===== config.mk =====
export PLATFORM = sky130hd
export DESIGN_NAME = instr_fetch
export DESIGN_NICKNAME = d
export VERILOG_FILES = /design/src/rtl/instr_fetch_pkg.sv /design/src/rtl/instr_fetch_fifo.sv /design/src/rtl/instr_fetch.sv
export SDC_FILE = /design/constraint.sdc
export NUM_CORES = 1
export LEC_CHECK = 0
export ABC_CLOCK_PERIOD_IN_PS = 11000
export CORE_MARGIN = 5
export CORE_UTILIZATION = 56
export DETAILED_ROUTE_END_ITERATION = 10
export MAX_ROUTING_LAYER = met4
export PLACE_DENSITY = 0.95
export SLEW_MARGIN = 5
export SYNTH_ARGS = -nofsm -noshare
export SYNTH_HDL_FRONTEND = slang
export SYNTH_SLANG_ARGS = --single-unit

===== constraint.sdc =====
create_clock -name clk -period 11 [get_ports clk]
set_input_delay 1.65 -clock clk [delete_from_list [all_inputs] [get_ports clk]]
set_output_delay 1.65 -clock clk [all_outputs]
set_load 0.03 [all_outputs]

===== src/rtl/instr_fetch_pkg.sv =====
// Shared constants and helpers for the instruction fetch unit.
package instr_fetch_pkg;

    localparam int unsigned INSTR_LEN  = 32;
    localparam int unsigned OPCODE_LEN = 6;
    localparam int unsigned FUNCT_LEN  = 6;
    localparam logic [31:0] RESET_PC_DEFAULT = 32'h0000_3000;

    typedef struct packed {
        logic [31:0]          pc;
        logic [INSTR_LEN-1:0] instr;
    } fetch_entry_t;

    function automatic logic [OPCODE_LEN-1:0] opcode_of(input logic [INSTR_LEN-1:0] instr);
        return instr[31:26];
    endfunction

    function automatic logic [FUNCT_LEN-1:0] funct_of(input logic [INSTR_LEN-1:0] instr);
        return instr[5:0];
    endfunction

endpackage


===== src/rtl/instr_fetch_fifo.sv =====
// fetch_fifo: synchronous FIFO with flush, occupancy count and async active-low reset.
module fetch_fifo #(
    parameter int unsigned WIDTH = 32,
    parameter int unsigned DEPTH = 2,
    localparam int unsigned AW = $clog2(DEPTH),
    localparam int unsigned CW = AW + 1
) (
    input  logic             clk,
    input  logic             rst_n,
    input  logic             flush,
    input  logic             push,
    input  logic [WIDTH-1:0] push_data,
    input  logic             pop,
    output logic [WIDTH-1:0] head,
    output logic [CW-1:0]    count
);

    logic [WIDTH-1:0] mem [DEPTH];
    logic [AW-1:0]    wr_ptr;
    logic [AW-1:0]    rd_ptr;
    logic             push_ok;
    logic             pop_ok;

    assign push_ok = push && (count < CW'(DEPTH));
    assign pop_ok  = pop && (count != '0);
    assign head    = mem[rd_ptr];

    // Storage is not reset; consumers gate the head with count.
    always_ff @(posedge clk) begin
        if (push_ok && !flush) begin
            mem[wr_ptr] <= push_data;
        end
    end

    always_ff @(posedge clk or negedge rst_n) begin
        if (!rst_n) begin
            wr_ptr <= '0;
            rd_ptr <= '0;
            count  <= '0;
        end else if (flush) begin
            wr_ptr <= '0;
            rd_ptr <= '0;
            count  <= '0;
        end else begin
            if (push_ok) begin
                wr_ptr <= wr_ptr + 1'b1;
            end
            if (pop_ok) begin
                rd_ptr <= rd_ptr + 1'b1;
            end
            count <= count + CW'(push_ok) - CW'(pop_ok);
        end
    end

endmodule


===== src/rtl/instr_fetch.sv =====
// instr_fetch: credit-limited fetch unit with redirect flush and in-order decode buffer.
// Optional misaligned-redirect trap is enabled by defining IFU_MISALIGN_EXC_EN.
module instr_fetch
    import instr_fetch_pkg::*;
#(
    parameter logic [31:0] RESET_PC = RESET_PC_DEFAULT,
    parameter int unsigned DEPTH    = 2
) (
    input  logic                  clk,
    input  logic                  rst_n,
    output logic                  imem_req_valid,
    input  logic                  imem_req_ready,
    output logic [31:0]           imem_addr,
    input  logic                  imem_rsp_valid,
    input  logic [INSTR_LEN-1:0]  imem_rsp_data,
    output logic                  id_valid,
    input  logic                  id_ready,
    output logic [INSTR_LEN-1:0]  id_instr,
    output logic [31:0]           id_pc,
    output logic [OPCODE_LEN-1:0] id_opcode,
    output logic [FUNCT_LEN-1:0]  id_funct,
    input  logic                  redirect_valid,
    input  logic [31:0]           redirect_pc,
    output logic                  fetch_exc
);

    localparam int unsigned CW = $clog2(DEPTH) + 1;

    logic [31:0]    pc;
    logic [CW-1:0]  inflight;
    logic [CW-1:0]  drop;
    logic           running;
    logic           exc_q;
    logic [CW:0]    credit_used;
    logic           req_fire;
    logic           rsp_fire;
    logic           buf_push;
    logic           id_fire;
    logic [31:0]    pend_pc;
    logic [CW-1:0]  pend_count_unused;
    logic [CW-1:0]  buf_count;
    fetch_entry_t   buf_head;
    logic [31:0]    target_pc;

    assign credit_used    = {1'b0, inflight} + {1'b0, buf_count};
    assign imem_req_valid = running && !redirect_valid && !exc_q && (credit_used < (CW+1)'(DEPTH));
    assign imem_addr      = pc;
    assign req_fire       = imem_req_valid && imem_req_ready;
    assign rsp_fire       = imem_rsp_valid && (inflight != '0);
    assign buf_push       = rsp_fire && (drop == '0) && !redirect_valid;
    assign id_valid       = (buf_count != '0);
    assign id_fire        = id_valid && id_ready;

    assign id_instr  = id_valid ? buf_head.instr : '0;
    assign id_pc     = id_valid ? buf_head.pc : '0;
    assign id_opcode = opcode_of(id_instr);
    assign id_funct  = funct_of(id_instr);

    fetch_fifo #(.WIDTH(32), .DEPTH(DEPTH)) u_pend_q (
        .clk       (clk),
        .rst_n     (rst_n),
        .flush     (redirect_valid),
        .push      (req_fire),
        .push_data (pc),
        .pop       (buf_push),
        .head      (pend_pc),
        .count     (pend_count_unused)
    );

    fetch_fifo #(.WIDTH($bits(fetch_entry_t)), .DEPTH(DEPTH)) u_instr_buf (
        .clk       (clk),
        .rst_n     (rst_n),
        .flush     (redirect_valid),
        .push      (buf_push),
        .push_data ({pend_pc, imem_rsp_data}),
        .pop       (id_fire),
        .head      (buf_head),
        .count     (buf_count)
    );

`ifdef IFU_MISALIGN_EXC_EN
    assign target_pc = redirect_pc;

    always_ff @(posedge clk or negedge rst_n) begin
        if (!rst_n) begin
            exc_q <= 1'b0;
        end else if (redirect_valid) begin
            exc_q <= |redirect_pc[1:0];
        end
    end
`else
    assign target_pc = {redirect_pc[31:2], 2'b00};
    assign exc_q     = 1'b0;
`endif

    assign fetch_exc = exc_q;

    always_ff @(posedge clk or negedge rst_n) begin
        if (!rst_n) begin
            pc       <= RESET_PC;
            inflight <= '0;
            drop     <= '0;
            running  <= 1'b0;
        end else begin
            running  <= 1'b1;
            inflight <= inflight + CW'(req_fire) - CW'(rsp_fire);
            // No request can fire during a redirect, so every outstanding
            // fetch left after this cycle's response is stale.
            if (redirect_valid) begin
                pc   <= target_pc;
                drop <= inflight - CW'(rsp_fire);
            end else begin
                if (req_fire) begin
                    pc <= pc + 32'd4;
                end
                if (rsp_fire && (drop != '0)) begin
                    drop <= drop - 1'b1;
                end
            end
        end
    end

endmodule


==> results.cfg, run 1 <==
[timing]
finalCritPeriodShare_pct = 45.3
max_clock_freq_mhz = 201
setup_ws_ps = 6020
final.setup_skew_ps = 22.1
hold_violations = 0
timing_max_transition_violations_final = 0
timing.max_slew.rel_slack_pct = 32.3
final_critical_path_required_period_ps = 4980
worst_tran_pin_value_ps = 1020
rsz0062_at_grt = false
report.final.setup_viol = 0
setup-tns-final_ps = 0

[power]
cell_internal_pwr_mw = 1.84
power_switching_mw = 0.903
power_frac_clock_pct = 29.0
power.total_mw = 2.74
vdd_drop_max_v = 0.000237
power.switching_fraction_pct = 32.9
seqPwrFrac_pct = 39.0
power_density_mw_per_mm2 = 227
power.static_leakage_nw = 4.13
comb_power_share_pct = 32.0

[placement]
detailedPlacementHpwl_um = 13500
gp_congestion = 0.860
port-buffer-count = 173
dpl_cell_area_mm2 = 0.0113
dp_slack_ps = 6020

[detailed_routing]
detailed_route_wl_um = 21100
via_per_inst = 5.77
drtAntennaViolNets = 0
drt-wirelength-per-cell_um = 20.0
drc = 0
firstDrtPassIters = 5
drt-initial-drc-count = 482
via_count = 6083

[global_route]
number_of_antenna_violations_at_the_first_check_in_global_routing = 0
first_global_vias = 6042
grt_start_max_net_pins = 64
grt_pass1_wl_um = 32700
grt.total_usage_pct = 21.6
grt.overflow.total = 0

[floorplanning]
num_rows = 47
core_mm2 = 0.0166
initial_utilization_pct = 57.1
fp.dieW_um = 140
dieHeight_um = 140
top_level_ports = 181
die_area_mm2 = 0.0196

[hold_path]
holdCritPathClass = reg2reg

[clock_tree]
post-cts-setup-buffer-count = 0
cts.clk_slew.worst_paths_ps = 60
cts_tree = done
ctsHtreeMaxLevel = 1
max-clock-path-buffers = 3
worstSkewPairLatency_ps = 510
post_cts.resized_instances = 0
clock_sink_count = 227
clockRootBuffer = clkbuf_16
hold_buf_count_cts = 0
numCtsBuffers = 23

[final_layout]
finish.instance_area_mm2 = 0.0121
fillCellCount = 1013
layout.area.seq_mm2 = 0.00661
share_of_cells_above_drive_strength_1_pct = 10.3
layout.cells.most_common_list = edfxtp_1 (184), clkdlybuf4s50_1 (172), nor2_1 (89), mux2i_1 (65), dfrtp_1 (40)
syn2layout_area_growth_pct = 27.8
final_core_util_pct = 73.0
finish.net_count = 897
mostFrequentLayoutCell = edfxtp_1
multi_input_comb_area_mm2 = 0.00259
n_antenna_cell = 0

[worst_setup_path]
library_cell_appearing_most_often_on_the_critical_path = clkdlybuf4s50_1
worst_ep_arrival_time_ps = 3330
criticalPathCategory = in2out
reg2reg_setup_slack_ps = 7550
worst_path_cell_chain = clkdlybuf4s50_1 > buf_4 > nor4b_1 > clkdlybuf4s50_1
cp_top_family = buffers and inverters
critPathRequiredTime_ps = 9350
crit_fanout = 33
slowest_stage_cell_crit_path = clkdlybuf4s50_1
cpPeakStageDelay_ps = 720
timing.critical_path.buf_inv = 3
critical_path.endpoint_type = primary output
timing.critical_path.from_type = input port

[synthesis]
syn_area_mm2 = 0.00947
synth_area_leaders = edfxtp_1 (58%), dfrtp_1 (11%), mux2i_1 (6.9%)
synth.largest_area_cell = edfxtp_1
synth-main-ff-cell = edfxtp_1
avgSynthCellArea_um2 = 14.5
ys_seq_area_share_pct = 69.8
ys.warnings.count = 0
synth_edf_count = 184
synth.lib_cells_used.distinct = 43
post_synth_inst_count = 653
async_reset_ff_share_pct = 18.9
ys_ff_latch = 227
synth_largest_type_area_fraction_pct = 58.4

[run_status]
outcome = complete, no violations

[flow_run]
max-cap-violations = 0
[per-layer routing]
| layer | vias to the layer above | global-route usage [%] | wire length (um) |
|---|---|---|---|
| met5 | - | - | 0 |
| met4 | 0 | 6.58 | 574 |
| met3 | 52 | 3.78 | 1660 |
| met2 | 302 | 36.2 | 10700 |
| met1 | 2982 | 27.1 | 8160 |
| li1 | 2747 | - | - |
[cells in the mapped netlist (10+ instances only)]
cell,count
mux2_2,30
buf_4,17
or4_1,16
o31ai_1,14
nor2_1,90
dfrtp_1,41
edfxtp_1,184
a31oi_1,19
nand2_1,26
inv_1,13
mux2i_1,65
clkbuf_1,17
o21ai_0,15
nand3_1,12
xnor2_1,10
[path summary, 6_finish.rpt]
check                                               start                             end  cells after the start
max reg2reg                u_instr_buf.count[0]$_DFF_PN0_    u_pend_q.mem[0][6]$_DFFE_PP_                      7
max                                        redirect_valid                  imem_req_valid                      4
max in group asynchronous                           rst_n  u_instr_buf.rd_ptr$_DFFE_PN0P_                      1
min reg2reg                     imem_addr[31]$_DFFE_PN0P_   u_pend_q.mem[0][31]$_DFFE_PP_                      0
min                             imem_addr[31]$_DFFE_PN0P_   u_pend_q.mem[0][31]$_DFFE_PP_                      0
min in group asynchronous                           rst_n       imem_addr[29]$_DFFE_PN0P_                      1
[kinds of logic after synthesis]
| kind of cell | after synthesis | synth area share (%) |
|---|---|---|
| AO/OA/AOI/OAI | 56 | 3.86 |
| XOR/XNOR | 16 | 1.48 |
| adder cells (fa/ha/maj) | 10 | 1.40 |
| buffers and inverters | 60 | 3.25 |
| flip-flops | 227 | 69.8 |
| multiplexers | 95 | 10.4 |
| other | 2 | 0.0793 |
| AND/OR/NAND/NOR | 187 | 9.74 |
[state kept, by name (all words and copies together) (netlist names), 2 cells and up]
name	cells
u_instr_buf.count	2
u_instr_buf.mem	124
u_pend_q.mem	60
drop	2
inflight	2
u_pend_q.count	2
imem_addr	30
[per-stage QoR]
step                      instances  hold slack (ps)
after detailed placement       1012              524
after global placement         1012              493
after floorplan                 657              495
after global routing           1054              566
after CTS                      1054              546
final                          1054              551
[worst reg2reg max path, stage by stage (launching register included)]
cell	delay [ps]
dfrtp_1	380
inv_1	80
nor2_1	130
fa_1	460
and4bb_1	620
nand2_1	210
nor3_2	760
buf_4	450
[final cells by class]
class	count	share of cell area, %
Multi-Input combinational cell	370	21.4
Clock inverter	12	1.28
Tap cell	220	2.27
Clock buffer	30	5.22
Inverter	14	0.434
Sequential cell	227	54.6
Timing Repair Buffer	181	14.8
[power by group through the flow]
stage	logic [mW]	clock network, mW	registers (mW)
after floorplan	0.545	0	1.09
after global placement	0.859	0	1.08
after detailed placement	0.878	0	1.09
after CTS	0.884	0.808	1.07
after global routing	0.927	0.853	1.08
final	0.877	0.797	1.07
Power figures use the tool's default switching activity.
==> inputs of run 2 (changes only) <==
--- a/config.mk
+++ b/config.mk
@@ -5,12 +5,12 @@
 export SDC_FILE = /design/constraint.sdc
 export NUM_CORES = 1
 export LEC_CHECK = 0
-export ABC_CLOCK_PERIOD_IN_PS = 11000
+export ABC_CLOCK_PERIOD_IN_PS = 4350
 export CORE_MARGIN = 5
-export CORE_UTILIZATION = 56
+export CORE_UTILIZATION = 47
 export DETAILED_ROUTE_END_ITERATION = 10
 export MAX_ROUTING_LAYER = met4
-export PLACE_DENSITY = 0.95
+export PLACE_DENSITY = 0.87
 export SLEW_MARGIN = 5
 export SYNTH_ARGS = -nofsm -noshare
 export SYNTH_HDL_FRONTEND = slang
==> constraint.sdc (replaced) <==
create_clock -name clk -period 4.35 [get_ports clk]
set_input_delay 0.6525 -clock clk [delete_from_list [all_inputs] [get_ports clk]]
set_output_delay 0.6525 -clock clk [all_outputs]
set_load 0.03 [all_outputs]
==> run 2 against run 1 <==
Compared with the run above: wire length fell by 0.42%; non-clock buffer count rose by 6; combinational power rose by 150%; critical path type is now reg2out; first-iteration DRC count fell by 35%; final cell count rose by 5.5%; critical endpoint is now id_pc[30]; worst hold slack got worse by 480 ps; clock skew fell by 7.3 ps; global-route usage fell by 3.3 points; die area rose by 18%; clock power rose by 140%; critical path depth did not move.
==> results.cfg, run 2 (same netlist as run 1, synthesis figures left out) <==
[placement]
dp_slack_ps = 885
detailedPlacementHpwl_um = 14300
gp_congestion = 0.765
dpl_cell_area_mm2 = 0.0114
port-buffer-count = 173

[clock_tree]
clock_sink_count = 227
cts.clk_slew.worst_paths_ps = 60
clockRootBuffer = clkbuf_16
post-cts-setup-buffer-count = 0
hold_buf_count_cts = 0
numCtsBuffers = 24
ctsHtreeMaxLevel = 1
post_cts.resized_instances = 0
cts_tree = done
max-clock-path-buffers = 3
worstSkewPairLatency_ps = 500

[final_layout]
share_of_cells_above_drive_strength_1_pct = 10.5
final_core_util_pct = 60.9
finish.instance_area_mm2 = 0.0122
syn2layout_area_growth_pct = 29.0
mostFrequentLayoutCell = edfxtp_1
layout.cells.most_common_list = edfxtp_1 (184), clkdlybuf4s50_1 (172), nor2_1 (89), mux2i_1 (65), dfrtp_1 (40)
n_antenna_cell = 0
registers.top_by_ff_count = u_instr_buf.mem
finish.net_count = 904
largest_register_ffs = 124

[global_route]
grt_start_max_net_pins = 64
number_of_antenna_violations_at_the_first_check_in_global_routing = 0
grt_pass1_wl_um = 33200
grt.total_usage_pct = 18.3
first_global_vias = 6063
grt.overflow.total = 0

[timing]
final_critical_path_required_period_ps = 3360
timing.max_slew.rel_slack_pct = 34.9
setup_ws_ps = 986
finalCritPeriodShare_pct = 77.3
report.final.setup_viol = 0
setup-tns-final_ps = 0
timing_max_transition_violations_final = 0
hold_violations = 0
hold-worst-slack_ps = 66.4
final.setup_skew_ps = 14.8
worst_tran_pin_value_ps = 963
rsz0062_at_grt = false
max_clock_freq_mhz = 297

[worst_setup_path]
slowest_stage_cell_crit_path = dfrtp_4
criticalPathCategory = reg2out
critical_path.endpoint_type = primary output
crit_fanout = 32
critPathRequiredTime_ps = 3700
worst_ep_arrival_time_ps = 2710
cpPeakStageDelay_ps = 790
timing.rr.end = u_pend_q.mem[1][3]$_DFFE_PP_
worst_path_cell_chain = buf_4 > mux2i_1 > nor2_1 > clkdlybuf4s50_1
reg2reg_setup_slack_ps = 1350
timing.reg2reg.worst_path_depth = 9
timing.critical_path.from_type = flop
crit-reg2reg-launch = u_instr_buf.count[0]$_DFF_PN0_

[floorplanning]
dieHeight_um = 152
num_rows = 52
core_mm2 = 0.0200
top_level_ports = 181
die_area_mm2 = 0.0231
initial_utilization_pct = 47.2
fp.dieW_um = 152

[power]
power_density_mw_per_mm2 = 562
vdd_drop_max_v = 0.000357
power.static_leakage_nw = 4.16

[detailed_routing]
drt-wirelength-per-cell_um = 18.9
drtAntennaViolNets = 0
firstDrtPassIters = 4
drt-initial-drc-count = 313
via_count = 5888
detailed_route_wl_um = 21000
via_per_inst = 5.29
drc = 0

[run_status]
outcome = complete, no violations

[hold_path]
holdCritPathClass = in2async

[flow_run]
max-cap-violations = 0
==> run 2: cell count changes in the layout (fill, tap and decap cells not counted), moves of 3 or more <==
cell      before  now
buf_4          8   12
clkinv_1       0    4
clkbuf_8       3    0
clkinv_2       3    6
inv_6          3    0
==> run 2: worst max-delay path by stage <==
stage	startpoint	cells past startpoint	end
5_1_grt	u_instr_buf.rd_ptr$_DFFE_PN0P_	4	id_instr[5]
4_1_cts	u_instr_buf.rd_ptr$_DFFE_PN0P_	4	id_pc[30]
6_report	u_instr_buf.rd_ptr$_DFFE_PN0P_	4	id_pc[30]
3_3_place_gp	imem_rsp_valid	5	u_instr_buf.mem[1][40]$_DFFE_PP_
2_1_floorplan	inflight[0]$_DFF_PN0_	7	u_pend_q.mem[0][10]$_DFFE_PP_
3_5_place_dp	imem_rsp_valid	5	u_instr_buf.mem[1][40]$_DFFE_PP_
==> run 2: metal layers <==
layer | up-vias | track usage, % | part of all wire, %
met3 | 30 | 3.73 | 6.0
met5 | - | - | 0
met2 | 207 | 30.7 | 50
li1 | 2765 | - | -
met4 | 0 | 5.01 | 2.0
met1 | 2886 | 22.7 | 42
==> run 2: power by group <==
part | internal (mW) | switching (mW) | total (mW)
clock | 1.17 | 0.776 | 1.94
sequential | 2.56 | 0.174 | 2.73
combinational | 0.892 | 1.29 | 2.19
==> run 2: through the flow <==
stage	std cells	power, mW
after floorplan	657	4.12
after detailed placement	1068	4.99
after CTS	1112	6.95
after global placement	1068	4.92
final	1112	6.86
after global routing	1112	7.17
==> run 2: critical path, delay by kind of cell, from the launching register on <==
kind | cells | cell delay (ps)
flip-flops | 1 | 790
AND/OR/NAND/NOR | 1 | 70
buffers and inverters | 2 | 1050
multiplexers | 1 | 290
==> run 2: area by class of cell <==
type | instances | area (um2)
inverter | 14 | 52.6
timing repair buffer | 187 | 1860
sequential | 227 | 6610
multi-input combinational | 370 | 2590
fill | 1491 | 7830
clock inverter | 13 | 114
tap | 270 | 338
clock buffer | 31 | 648
==> inputs of run 3 (changes only) <==
--- a/config.mk
+++ b/config.mk
@@ -5,12 +5,12 @@
 export SDC_FILE = /design/constraint.sdc
 export NUM_CORES = 1
 export LEC_CHECK = 0
-export ABC_CLOCK_PERIOD_IN_PS = 4350
+export ABC_CLOCK_PERIOD_IN_PS = 3300
 export CORE_MARGIN = 5
-export CORE_UTILIZATION = 47
+export CORE_UTILIZATION = 52
 export DETAILED_ROUTE_END_ITERATION = 10
 export MAX_ROUTING_LAYER = met4
-export PLACE_DENSITY = 0.87
+export PLACE_DENSITY = 0.91
 export SLEW_MARGIN = 5
 export SYNTH_ARGS = -nofsm -noshare
 export SYNTH_HDL_FRONTEND = slang
==> constraint.sdc (replaced) <==
create_clock -name clk -period 3.3 [get_ports clk]
set_input_delay 0.495 -clock clk [delete_from_list [all_inputs] [get_ports clk]]
set_output_delay 0.495 -clock clk [all_outputs]
set_load 0.03 [all_outputs]
==> run 3 against run 2 <==
Compared with the run above: sequential power is 32% higher; first-iteration DRC count is 45% higher; total power is 33% higher; highest routed layer unchanged.
==> results.cfg, run 3 (same netlist as run 1, synthesis figures left out) <==
[detailed_routing]
drc = 0
detailed_route_wl_um = 21000
via_count = 5910
drt-initial-drc-count = 455
via_per_inst = 5.48
drt-wirelength-per-cell_um = 19.4
firstDrtPassIters = 5
drtAntennaViolNets = 0

[placement]
port-buffer-count = 173
gp_congestion = 0.855
detailedPlacementHpwl_um = 14300
dp.cells = 1033

[timing]
report.final.setup_viol = 0
setup-tns-final_ps = 0
finalCritPeriodShare_pct = 92.4
hold-worst-slack_ps = 505
timing_max_transition_violations_final = 0
max_clock_freq_mhz = 328
worst_tran_pin_value_ps = 652
final.setup_skew_ps = 8.48
rsz0062_at_grt = false
timing.max_slew.rel_slack_pct = 56.4
hold_violations = 0
final_critical_path_required_period_ps = 3050

[power]
cell_internal_pwr_mw = 6.19
vdd_drop_max_v = 0.000545
seqPwrFrac_pct = 39.2
power.switching_fraction_pct = 32.4
power_frac_clock_pct = 28.6
power.total_mw = 9.15
comb_power_share_pct = 32.2
power_density_mw_per_mm2 = 747
power_switching_mw = 2.96
power.static_leakage_nw = 4.20

[clock_tree]
cts_tree = done
clockRootBuffer = clkbuf_16
numCtsBuffers = 24
worstSkewPairLatency_ps = 510
max-clock-path-buffers = 3
ctsHtreeMaxLevel = 1
cts.clk_slew.worst_paths_ps = 60
clock_sink_count = 227

[global_route]
grt.overflow.total = 0
grt_pass1_wl_um = 33100
first_global_vias = 6027
grt_start_max_net_pins = 44
number_of_antenna_violations_at_the_first_check_in_global_routing = 0
grt.total_usage_pct = 20.1

[worst_setup_path]
critPathRequiredTime_ps = 2800
criticalPathCategory = reg2out
crit_fanout = 3
critical_path.endpoint_type = primary output
worst_ep_arrival_time_ps = 2560
timing.critical_path.buf_inv = 2
slowest_stage_cell_crit_path = clkdlybuf4s50_1
cpPeakStageDelay_ps = 720
worst_path_cell_chain = inv_1 > nor2_1 > fa_1 > nor4b_1 > clkdlybuf4s50_1
cp_top_family = buffers and inverters
timing.critical_path.from_type = flop

[final_layout]
mostFrequentLayoutCell = edfxtp_1
fillCellCount = 1258
n_antenna_cell = 0
largest_register_ffs = 124
final_cell_count_no_fill = 1078
syn2layout_area_growth_pct = 29.4
finish.net_count = 911
registers.top_by_ff_count = u_instr_buf.mem
layout.cells.most_common_list = edfxtp_1 (184), clkdlybuf4s50_1 (172), nor2_1 (89), mux2i_1 (65), dfrtp_1 (40)
share_of_cells_above_drive_strength_1_pct = 10.7

[floorplanning]
core_mm2 = 0.0180
top_level_ports = 181
num_rows = 49
dieHeight_um = 145
die_area_mm2 = 0.0210
fp.dieW_um = 145
initial_utilization_pct = 52.7

[flow_run]
max-cap-violations = 0

[run_status]
outcome = complete, no violations

[hold_path]
holdCritPathClass = in2async
==> run 3: final timing paths <==
| check | slack, ps | to | cells past startpoint | from |
|---|---|---|---|---|
| worst max-delay path | 250 | imem_req_valid | 5 | u_instr_buf.count[0]$_DFF_PN0_ |
| worst min-delay path | 500 | imem_addr[29]$_DFFE_PN0P_ | 2 | rst_n |
| min in group clk | 530 | inflight[0]$_DFF_PN0_ | 1 | inflight[0]$_DFF_PN0_ |
| worst max register to register | 600 | imem_addr[27]$_DFFE_PN0P_ | 7 | u_instr_buf.count[0]$_DFF_PN0_ |
| max in group asynchronous | 2080 | imem_addr[7]$_DFFE_PN0P_ | 3 | rst_n |
| worst min register to register | 530 | inflight[0]$_DFF_PN0_ | 1 | inflight[0]$_DFF_PN0_ |
==> run 3: power groups by stage <==
stage / registers (mW) / clock network [mW] / logic, mW
3_5_place_dp: 3.65 / 0 / 2.97
4_1_cts: 3.59 / 2.68 / 2.98
3_3_place_gp: 3.63 / 0 / 2.91
6_report: 3.59 / 2.61 / 2.94
2_1_floorplan: 3.62 / 0 / 1.82
5_1_grt: 3.62 / 2.80 / 3.13
==> run 3: layer usage <==
layer	vias up	global-route usage [%]	share of wire, %
li1	2783	-	-
met1	2861	25.9	41
met2	229	33.3	50
met3	37	3.49	6.7
met4	0	5.65	2.2
met5	-	-	0
==> run 3: through the flow <==
| step | cell area (um2) | utilization, % | worst slack (ps) |
|---|---|---|---|
| final | 12300 | 68.2 | 250 |
| after global routing | 12300 | 68.2 | 84.5 |
| after floorplan | 9490 | - | 16.2 |
| after global placement | 11500 | 63.9 | 608 |
| after detailed placement | 11500 | 63.9 | 568 |
| after CTS | 12300 | 68.2 | 194 |
==> run 3: layout make-up <==
class / instances / area [um2] / share of cell area (%)
clock buffers: 39 / 688 / 5.62
inverters: 14 / 52.6 / 0.429
repair buffers: 194 / 1940 / 15.8
multi-input cells: 370 / 2600 / 21.2
clock inverters: 5 / 81.3 / 0.664
well taps: 229 / 287 / 2.34
flip-flops and latches: 227 / 6610 / 53.9
==> run 3: worst register-to-register path, cell delays in order (launching register included) <==
cell and delay (ps):
dfrtp_1 390, inv_1 70, nor2_1 120, fa_1 450
and4bb_1 450, nand4_4 330, or4_1 600, a31oi_1 190
==> run 3: timing repair <==
action / CTS / global route
setup endpoints to repair: 0 / 0
setup buffers: 0 / 0
hold buffers: 1 / 0
resized for setup: 0 / 0
hold endpoints to repair: 21 / 0
